$ cat config.mk
export PLATFORM = sky130hd
export DESIGN_NAME = ram_128x16_bist
export DESIGN_NICKNAME = d
export VERILOG_FILES = /design/src/rtl/ram_128x16_bist.sv
export SDC_FILE = /design/constraint.sdc
export NUM_CORES = 1
export LEC_CHECK = 0
export ABC_AREA = 1
export BUFFER_PORTS_ARGS = -buffer_cell sky130_fd_sc_hd__buf_4
export CORE_MARGIN = 4
export CORE_UTILIZATION = 40
export CTS_CLUSTER_DIAMETER = 80
export CTS_CLUSTER_SIZE = 10
export DETAILED_ROUTE_END_ITERATION = 7
export PLACE_DENSITY_LB_ADDON = 0.2
export SLEW_MARGIN = 40
export SYNTH_ARGS = -nofsm -noshare
export SYNTH_HDL_FRONTEND = slang
export SYNTH_SLANG_ARGS = --single-unit
export TNS_END_PERCENT = 5
$ cat constraint.sdc
create_clock -name clk -period 2.65 [get_ports clk]
set_clock_uncertainty 0.15 [all_clocks]
set_input_delay 0 -clock clk [delete_from_list [all_inputs] [get_ports clk]]
set_output_delay 0 -clock clk [all_outputs]
set_load 0.03 [all_outputs]
$ cat src/rtl/ram_128x16_bist.sv
// ram_128x16_bist: March C- memory BIST controller for the 128x16 RAM wrapper.
//
// Runs one March C- pass (w0; r0w1; r1w0; down r0w1; down r1w0; down r0) over
// addresses 0..WORDS-1 each time start is accepted. It reports sticky done and
// fail flags, the address and XOR syndrome of the first mismatch, and a
// saturating mismatch count. The wrapper's test_mode must be held 0 externally
// while a run is in progress.
//
// Ports:
//   clk        in   rising-edge clock
//   reset      in   asynchronous, active-high reset
//   start      in   request one BIST run (ignored while busy)
//   dout       in   RAM read data, valid in the cycle after an oe strobe
//   a          out  RAM address
//   din        out  RAM write data
//   wr         out  one-cycle write strobe
//   oe         out  one-cycle read strobe
//   busy       out  run in progress
//   done       out  run complete, held until the next accepted start
//   fail       out  at least one mismatch seen, held until the next accepted start
//   fail_addr  out  address of the first mismatch
//   fail_data  out  expected XOR read data at the first mismatch
//   err_count  out  mismatch count, saturating at 255
//
// Per-address cost: M0 1 cycle (write), M1-M4 3 cycles (issue, check, write),
// M5 2 cycles (issue, check). For WORDS=128 a run lasts 1920 cycles.

module ram_128x16_bist #(
    parameter int unsigned          ADDRSIZE = 7,
    parameter int unsigned          DATASIZE = 16,
    parameter int unsigned          WORDS    = 128,
    parameter logic [DATASIZE-1:0]  PATTERN  = 16'h0000
) (
    input  logic                clk,
    input  logic                reset,
    input  logic                start,
    input  logic [DATASIZE-1:0] dout,
    output logic [ADDRSIZE-1:0] a,
    output logic [DATASIZE-1:0] din,
    output logic                wr,
    output logic                oe,
    output logic                busy,
    output logic                done,
    output logic                fail,
    output logic [ADDRSIZE-1:0] fail_addr,
    output logic [DATASIZE-1:0] fail_data,
    output logic [7:0]          err_count
);

    typedef enum logic [1:0] {StIdle, StRun, StDone} state_t;
    typedef enum logic [1:0] {OpWrite, OpRead, OpCheck} op_t;

    localparam logic [ADDRSIZE-1:0] LAST_ADDR = ADDRSIZE'(WORDS - 1);
    localparam logic [2:0]          LAST_ELEM = 3'd5;
    localparam logic [DATASIZE-1:0] BG0       = PATTERN;
    localparam logic [DATASIZE-1:0] BG1       = ~PATTERN;

    state_t                state_q, state_d;
    op_t                   op_q, op_d;
    logic [2:0]            elem_q, elem_d;
    logic [ADDRSIZE-1:0]   addr_q, addr_d;

    logic                  descending;
    logic                  last_addr;
    logic                  advance;
    logic                  start_ok;
    logic                  check_now;
    logic [DATASIZE-1:0]   exp_data;
    logic [DATASIZE-1:0]   diff;
    logic                  mismatch;

    logic [ADDRSIZE-1:0]   a_d;
    logic [DATASIZE-1:0]   din_d;
    logic                  wr_d;
    logic                  oe_d;

    // M3..M5 walk the address space downwards.
    assign descending = (elem_q >= 3'd3);
    assign last_addr  = descending ? (addr_q == '0) : (addr_q == LAST_ADDR);

    assign start_ok   = start && (state_q != StRun);
    assign check_now  = (state_q == StRun) && (op_q == OpCheck);

    // Reads in M1, M3, M5 expect background 0; M2, M4 expect background 1.
    assign exp_data   = elem_q[0] ? BG0 : BG1;
    assign diff       = dout ^ exp_data;
    assign mismatch   = |diff;

    // Next-state sequencing: element, address and op sub-state.
    always_comb begin
        state_d = state_q;
        elem_d  = elem_q;
        addr_d  = addr_q;
        op_d    = op_q;
        advance = 1'b0;

        unique case (state_q)
            StIdle, StDone: begin
                if (start) begin
                    state_d = StRun;
                    elem_d  = 3'd0;
                    addr_d  = '0;
                    op_d    = OpWrite;
                end
            end
            StRun: begin
                unique case (op_q)
                    OpRead:  op_d = OpCheck;
                    OpCheck: begin
                        // M5 has no trailing write; the others write right after the check.
                        if (elem_q == LAST_ELEM) begin
                            advance = 1'b1;
                        end else begin
                            op_d = OpWrite;
                        end
                    end
                    default: advance = 1'b1;
                endcase
            end
            default: state_d = StIdle;
        endcase

        if (advance) begin
            if (last_addr) begin
                if (elem_q == LAST_ELEM) begin
                    state_d = StDone;
                    elem_d  = 3'd0;
                    addr_d  = '0;
                    op_d    = OpWrite;
                end else begin
                    elem_d = elem_q + 3'd1;
                    // Entering M3 or later starts at the top address.
                    addr_d = (elem_q >= 3'd2) ? LAST_ADDR : '0;
                    op_d   = OpRead;
                end
            end else begin
                addr_d = descending ? (addr_q - 1'b1) : (addr_q + 1'b1);
                op_d   = (elem_q == 3'd0) ? OpWrite : OpRead;
            end
        end
    end

    // RAM-side outputs for the cycle that the next state describes.
    always_comb begin
        a_d   = '0;
        din_d = '0;
        wr_d  = 1'b0;
        oe_d  = 1'b0;
        if (state_d == StRun) begin
            a_d  = addr_d;
            wr_d = (op_d == OpWrite);
            oe_d = (op_d == OpRead);
            if (op_d == OpWrite) begin
                // M0, M2, M4 write background 0; M1, M3 write background 1.
                din_d = elem_d[0] ? BG1 : BG0;
            end
        end
    end

    always_ff @(posedge clk or posedge reset) begin
        if (reset) begin
            state_q   <= StIdle;
            op_q      <= OpWrite;
            elem_q    <= 3'd0;
            addr_q    <= '0;
            a         <= '0;
            din       <= '0;
            wr        <= 1'b0;
            oe        <= 1'b0;
            busy      <= 1'b0;
            done      <= 1'b0;
            fail      <= 1'b0;
            fail_addr <= '0;
            fail_data <= '0;
            err_count <= 8'd0;
        end else begin
            state_q <= state_d;
            op_q    <= op_d;
            elem_q  <= elem_d;
            addr_q  <= addr_d;
            a       <= a_d;
            din     <= din_d;
            wr      <= wr_d;
            oe      <= oe_d;
            busy    <= (state_d == StRun);
            done    <= (state_d == StDone);

            if (start_ok) begin
                fail      <= 1'b0;
                fail_addr <= '0;
                fail_data <= '0;
                err_count <= 8'd0;
            end else if (check_now && mismatch) begin
                if (err_count != 8'hFF) begin
                    err_count <= err_count + 8'd1;
                end
                // Only the first mismatch of a run is captured.
                if (!fail) begin
                    fail      <= 1'b1;
                    fail_addr <= addr_q;
                    fail_data <= diff;
                end
            end
        end
    end

endmodule

# After elaboration in Yosys (flattened, before gate mapping)
# Cells that the tools add are included.
[word_totals]
latchBits = 0
ff_bits = 73
word_cells = 93
in_bits = 19
memories = 0
ramBits = 0
rom_bits = 0
out_inout_bits = 59
[op_classes]
muxes = 47
n_div = 0
eq_ne = 12
shift = 0
magnitude_cmp = 2
add_sub_neg = 4
reduce_logical = 13
bitwise_logic = 1
multipliers = 0
[op_table]
columns = ["op", "n"]
rows = [
  ["16-bit 2-to-1 mux", 7],
  ["7-bit 2-to-1 mux", 11],
  ["8-bit 2-to-1 mux", 3],
  ["2-bit 2-to-1 mux", 8],
  ["16-bit OR reduction", 1],
  ["16-bit bitwise XOR", 1],
  ["3-bit 2-to-1 mux", 5],
  ["2-bit one-hot mux with 2 select lines", 3],
  ["1-bit 2-to-1 mux", 9],
  ["8-bit by 1-bit adder with 8-bit output (second input constant)", 1],
  ["2-bit by 1-bit == test with 1-bit output (second input constant)", 4],
  ["8-bit != test (second input constant)", 1],
  ["7-bit by 1-bit adder with 7-bit output (second input constant)", 1],
  ["7-bit == test (second input constant)", 1],
  ["7-bit zero test", 1],
  ["7-bit by 1-bit subtractor with 7-bit output (second input constant)", 1],
  ["2-bit == test (second input constant)", 3],
  ["3-bit by 2-bit greater-or-equal comparator with 1-bit output (second input constant)", 2],
  ["2-bit zero test", 2],
  ["2-bit by 1-bit != test with 1-bit output (second input constant)", 2],
  ["2-bit AND reduction", 2],
  ["2-bit nonzero test", 2],
  ["3-bit by 1-bit adder with 3-bit output (second input constant)", 1],
  ["3-bit == test (second input constant)", 1],
  ["other kinds (4)", 6],
]

# Logic depth before layout (Yosys ltp)
[depth]
ltp_word = 8
mapped_depth = 17

# Least setup slack after synthesis
# Ideal clock, no wire load.
[synth_timing]
path_type = "flip-flop to flip-flop"
startpoint = "register elem_q[0]"
endpoint = "register a[4]"
t_arrival_ps = 2287
period_less_slack_ps = 2562
slack_ps = 88
setup_ps = 125
n_path_buf = 2
stages_incl_launch_ff = 16
required_time_ps = 2375
cell_sequence = "dfrtp_1 > buf_6 > buf_6 > nand2_4 > inv_1 > ha_1 > nor2_1 > nand2_4 > fa_1 > nand3_1 > nand3_1 > or2_2 > nand3_1 > nand2_1 > nand2_1 > a21oi_1"
[synth_via]
elab_chain_len = 7
elab_cells_between_ends = 17
cone_classes = "order compare: 2; eq/ne: 2; mux: 13"
[synth_rtl]
columns = ["element", "line", "rtl"]
rows = [
  ["from (decl)", "60", "logic [2:0] elem_q, elem_d;"],
  ["from (signal assigned)", "179", "elem_q <= elem_d;"],
  ["3-bit == test", "111, 125", ""],
  ["1-bit 2-to-1 mux", "111", "if (elem_q == LAST_ELEM) begin"],
  ["1-bit one-hot mux with 2 select lines", "107", "unique case (op_q)"],
  ["1-bit 2-to-1 mux", "97", "unique case (state_q)"],
  ["2-bit 2-to-1 mux", "123", "if (advance) begin"],
  ["2-bit by 1-bit == test with 1-bit output", "149", "if (state_d == StRun) begin"],
  ["7-bit 2-to-1 mux *", "149", ""],
  ["net a_d[4]", "72", "logic [ADDRSIZE-1:0] a_d;"],
  ["to (signal assigned)", "166", "a <= '0;"],
  ["to (signal assigned)", "181", "a <= a_d;"],
  ["to (decl)", "38", "output logic [ADDRSIZE-1:0] a,"],
]
# The timed path passes the listed nets; every way through them passes the cells marked *.
# A chain may end at the register's enable or synchronous reset.

# Final worst setup path
[layout_timing]
startpoint = "register elem_q[1]"
endpoint = "register a[4]"
# Same word-level chain as after synthesis.

==> run summary <==
Initial Utilization = 0.413
Period Utilization, post-route = 0.927
Pin count of the biggest net entering global routing = 28
GRT Util Overall = 0.165
Wl on met1 = 3690 um
Post-synth EDFFs = 0
Post-Syn Area per Cell = 7.37 um2
Chip width = 100 um
Final Util = 0.526
Max-cap violations = 0
Filler cell count in the final layout = 827
H-tree Lvls = 3
Total Wirelength = 8020 um
Row cnt = 33
Syn Std Cell Area = 3410 um2
Unrepaired setup endpoints after global routing = false
Cells along the critical path = nand2_4, inv_1, ha_1, nor2_2, nand2_4, fa_1, nand3_1, nand3_1, or2_2, nand3_1, nand2_1, nand2_1, a21oi_1
Boundary Pins = 78
Core area = 8260 um2
Routed wire length on met2 = 3920 um
Routability cong. = 0.854
Multi-input logic area = 1550 um2
Root Driver = clkbuf_8
Leak pwr = 2.52 nW
Rel. slew slack = 0.638
Remaining antenna violation count = 0
Crit path max-delay cell type = dfrtp_2
CP required = 2.71 ns
Worst-path fanout max = 10
Highest metal used = met4
Detail Placement HPWL = 5680 um
FFs w/ async S/R, synth = 1.00
Top cells by area, synth = dfrtp_1 (43%), nand2_1 (20%), nand3_1 (8.1%), inv_1 (5.2%), ha_1 (3.7%)
Fmax = 0.407 GHz
Cell variety after synth = 28
Die Area = 10100 um2
Worst-Margin Slew = 0.540 ns
Top cell type's share of synthesized area = 0.425
Vias in the first global route = 2939
Synth top cells by count = nand2_1 (184), dfrtp_1 (58), nand3_1 (55)
Setup Buffers After CTS = 0
First-pass GRT wire length = 13500 um
Power per Cell Area = 1130 nW/um2
Initial antenna violation count = 0
Sequential area share after synthesis = 0.425
Startpoint types = register
Hold Crit Class = input pin to asynchronous set/reset pin
Synth area leader = dfrtp_1
Clk buf depth = 2
Seq. cell area = 1450 um2
WL met3 = 400 um
Critical setup path kind = register to register
Number of antenna cells inserted = 0
Vias per inst = 4.74
Final setup TNS = 0 ns
Global route overflow = 0
Syn nets = 493
Cells after Synth = 463
Synth warnings = 0
Crit path DAT = 2.51 ns
VDD IR max = 553 uV
Clock buffer count from CTS = 9
# DRC = 0
Area Growth Syn to Fin = 27.2%
Die Y = 100 um
CP max stage delay = 0.43 ns
Setup Viol. Count Final = 0
Clock transition at path regs = 0.07 ns
CP dominant cell by count = nand3_1
WL per Instance = 12.2 um
Vias = 3113
CTS Sinks = 58
DRT Pass-1 Iters = 4
Yosys reg bits = 58
Clk_lat worst skew = 0.33 ns
Final nets = 577
Final Max Tran Viols = 0
CP Capture Type = register
Outcome = finished clean
Final min period = 2.46 ns
Drt first-iter violations = 131
Top FF cell, synth = dfrtp_1
Most common cell in the synthesized netlist = nand2_1
Share of cells above drive strength 1 = 0.216
Final hold viol count = 0
CTS tree = yes
Buffers added on ports = 77
## repair_timing
action,4_1_cts,5_1_grt
endpoints found under the setup margin,0,4
resized for setup,0,2
hold endpoints to repair,81,0
hold buffers,18,0
## layer usage
layer  vias up  track usage
met1      1447        0.219
met5         -            0
met2        71        0.273
met3         2       0.0396
met4         0       0.0404
li1       1593            -
## state kept, by name, summed over array words and instances, names as in the netlist
signal / count
err_count: 8
addr_q: 7
a: 7
fail: 1
done: 1
elem_q: 3
fail_addr: 7
op_q: 2
oe: 1
wr: 1
din: 1
busy: 1
fail_data: 16
state_q: 2
## cells in the final DEF (no fill, tap or decap), drive strengths merged
| cell | instances |
|---|---|
| a31oi | 1 |
| or2 | 3 |
| xnor2 | 3 |
| o31ai | 1 |
| inv | 51 |
| bufinv | 2 |
| o21ai | 5 |
| nor2 | 34 |
| ha | 10 |
| nand3 | 58 |
| dfrtp | 58 |
| clkinv | 2 |
| nand2 | 190 |
| clkbuf | 11 |
| clkinvlp | 1 |
| fa | 1 |
| nand4 | 3 |
| a21oi | 13 |
| buf | 81 |
| dlygate4sd3 | 18 |
| nor3 | 1 |
| xor2 | 4 |
| o211ai | 1 |
## final timing paths
kind	from	slack [ns]	end	cells after the start
setup reg to reg	elem_q[1]	0.19	a[4]	13
hold / removal	reset	0.06	err_count[7]	3
hold reg to reg	fail_data[6]	0.35	fail_data[6]	2
max in group asynchronous	reset	1.63	fail_addr[4]	4
setup / recovery	elem_q[1]	0.19	a[4]	13
min in group clk	fail_data[6]	0.35	fail_data[6]	2
## cells by family (layout without fill, tap and decap cells)
family / after synthesis / count (layout) / synth area share
XOR/XNOR: 7 / 7 / 0.0180
AND/OR/NAND/NOR: 289 / 289 / 0.360
flip-flops: 58 / 58 / 0.425
buffers and inverters: 77 / 166 / 0.120
AO/OA/AOI/OAI: 21 / 21 / 0.0337
adder cells (fa/ha/maj): 11 / 11 / 0.0425
## critical path: cells and delay by family, from the launching register on
kind            cells  cell delay [ns]
fa+ha+maj           2             0.61
buf+inv             1             0.04
simple gates        9             1.04
compound gates      1             0.06
flops               1             0.43
## layout make-up
cell class              instances  share of cell area
multi-input cells             328               0.358
flip-flops and latches         58               0.335
clock inverters                 5              0.0179
well taps                     105              0.0303
inverters                      51              0.0453
repair buffers                 99               0.182
clock buffers                  11              0.0326
## per-stage QoR
stage / instances / hold slack (ns) / total power, W / worst slack (ns) / area, um2
floorplan: 463 / 0.0438 / 0.00337 / 0.0882 / 3410
finish: 657 / 0.0565 / 0.00491 / 0.194 / 4340
global route: 657 / 0.0618 / 0.00534 / 0.0215 / 4340
detailed placement: 623 / -0.121 / 0.00403 / 0.115 / 3940
CTS: 657 / 0.0718 / 0.00498 / 0.116 / 4340
global placement: 623 / -0.122 / 0.00397 / 0.173 / 3940
## power by group
group	total (W)	switching [W]	internal (W)
registers	0.00146	0.000266	0.00119
clock network	0.000909	0.000357	0.000552
logic	0.00255	0.00165	0.000895
total	0.00491	0.00227	0.00264
No activity file was read; power rests on OpenSTA's default activity.
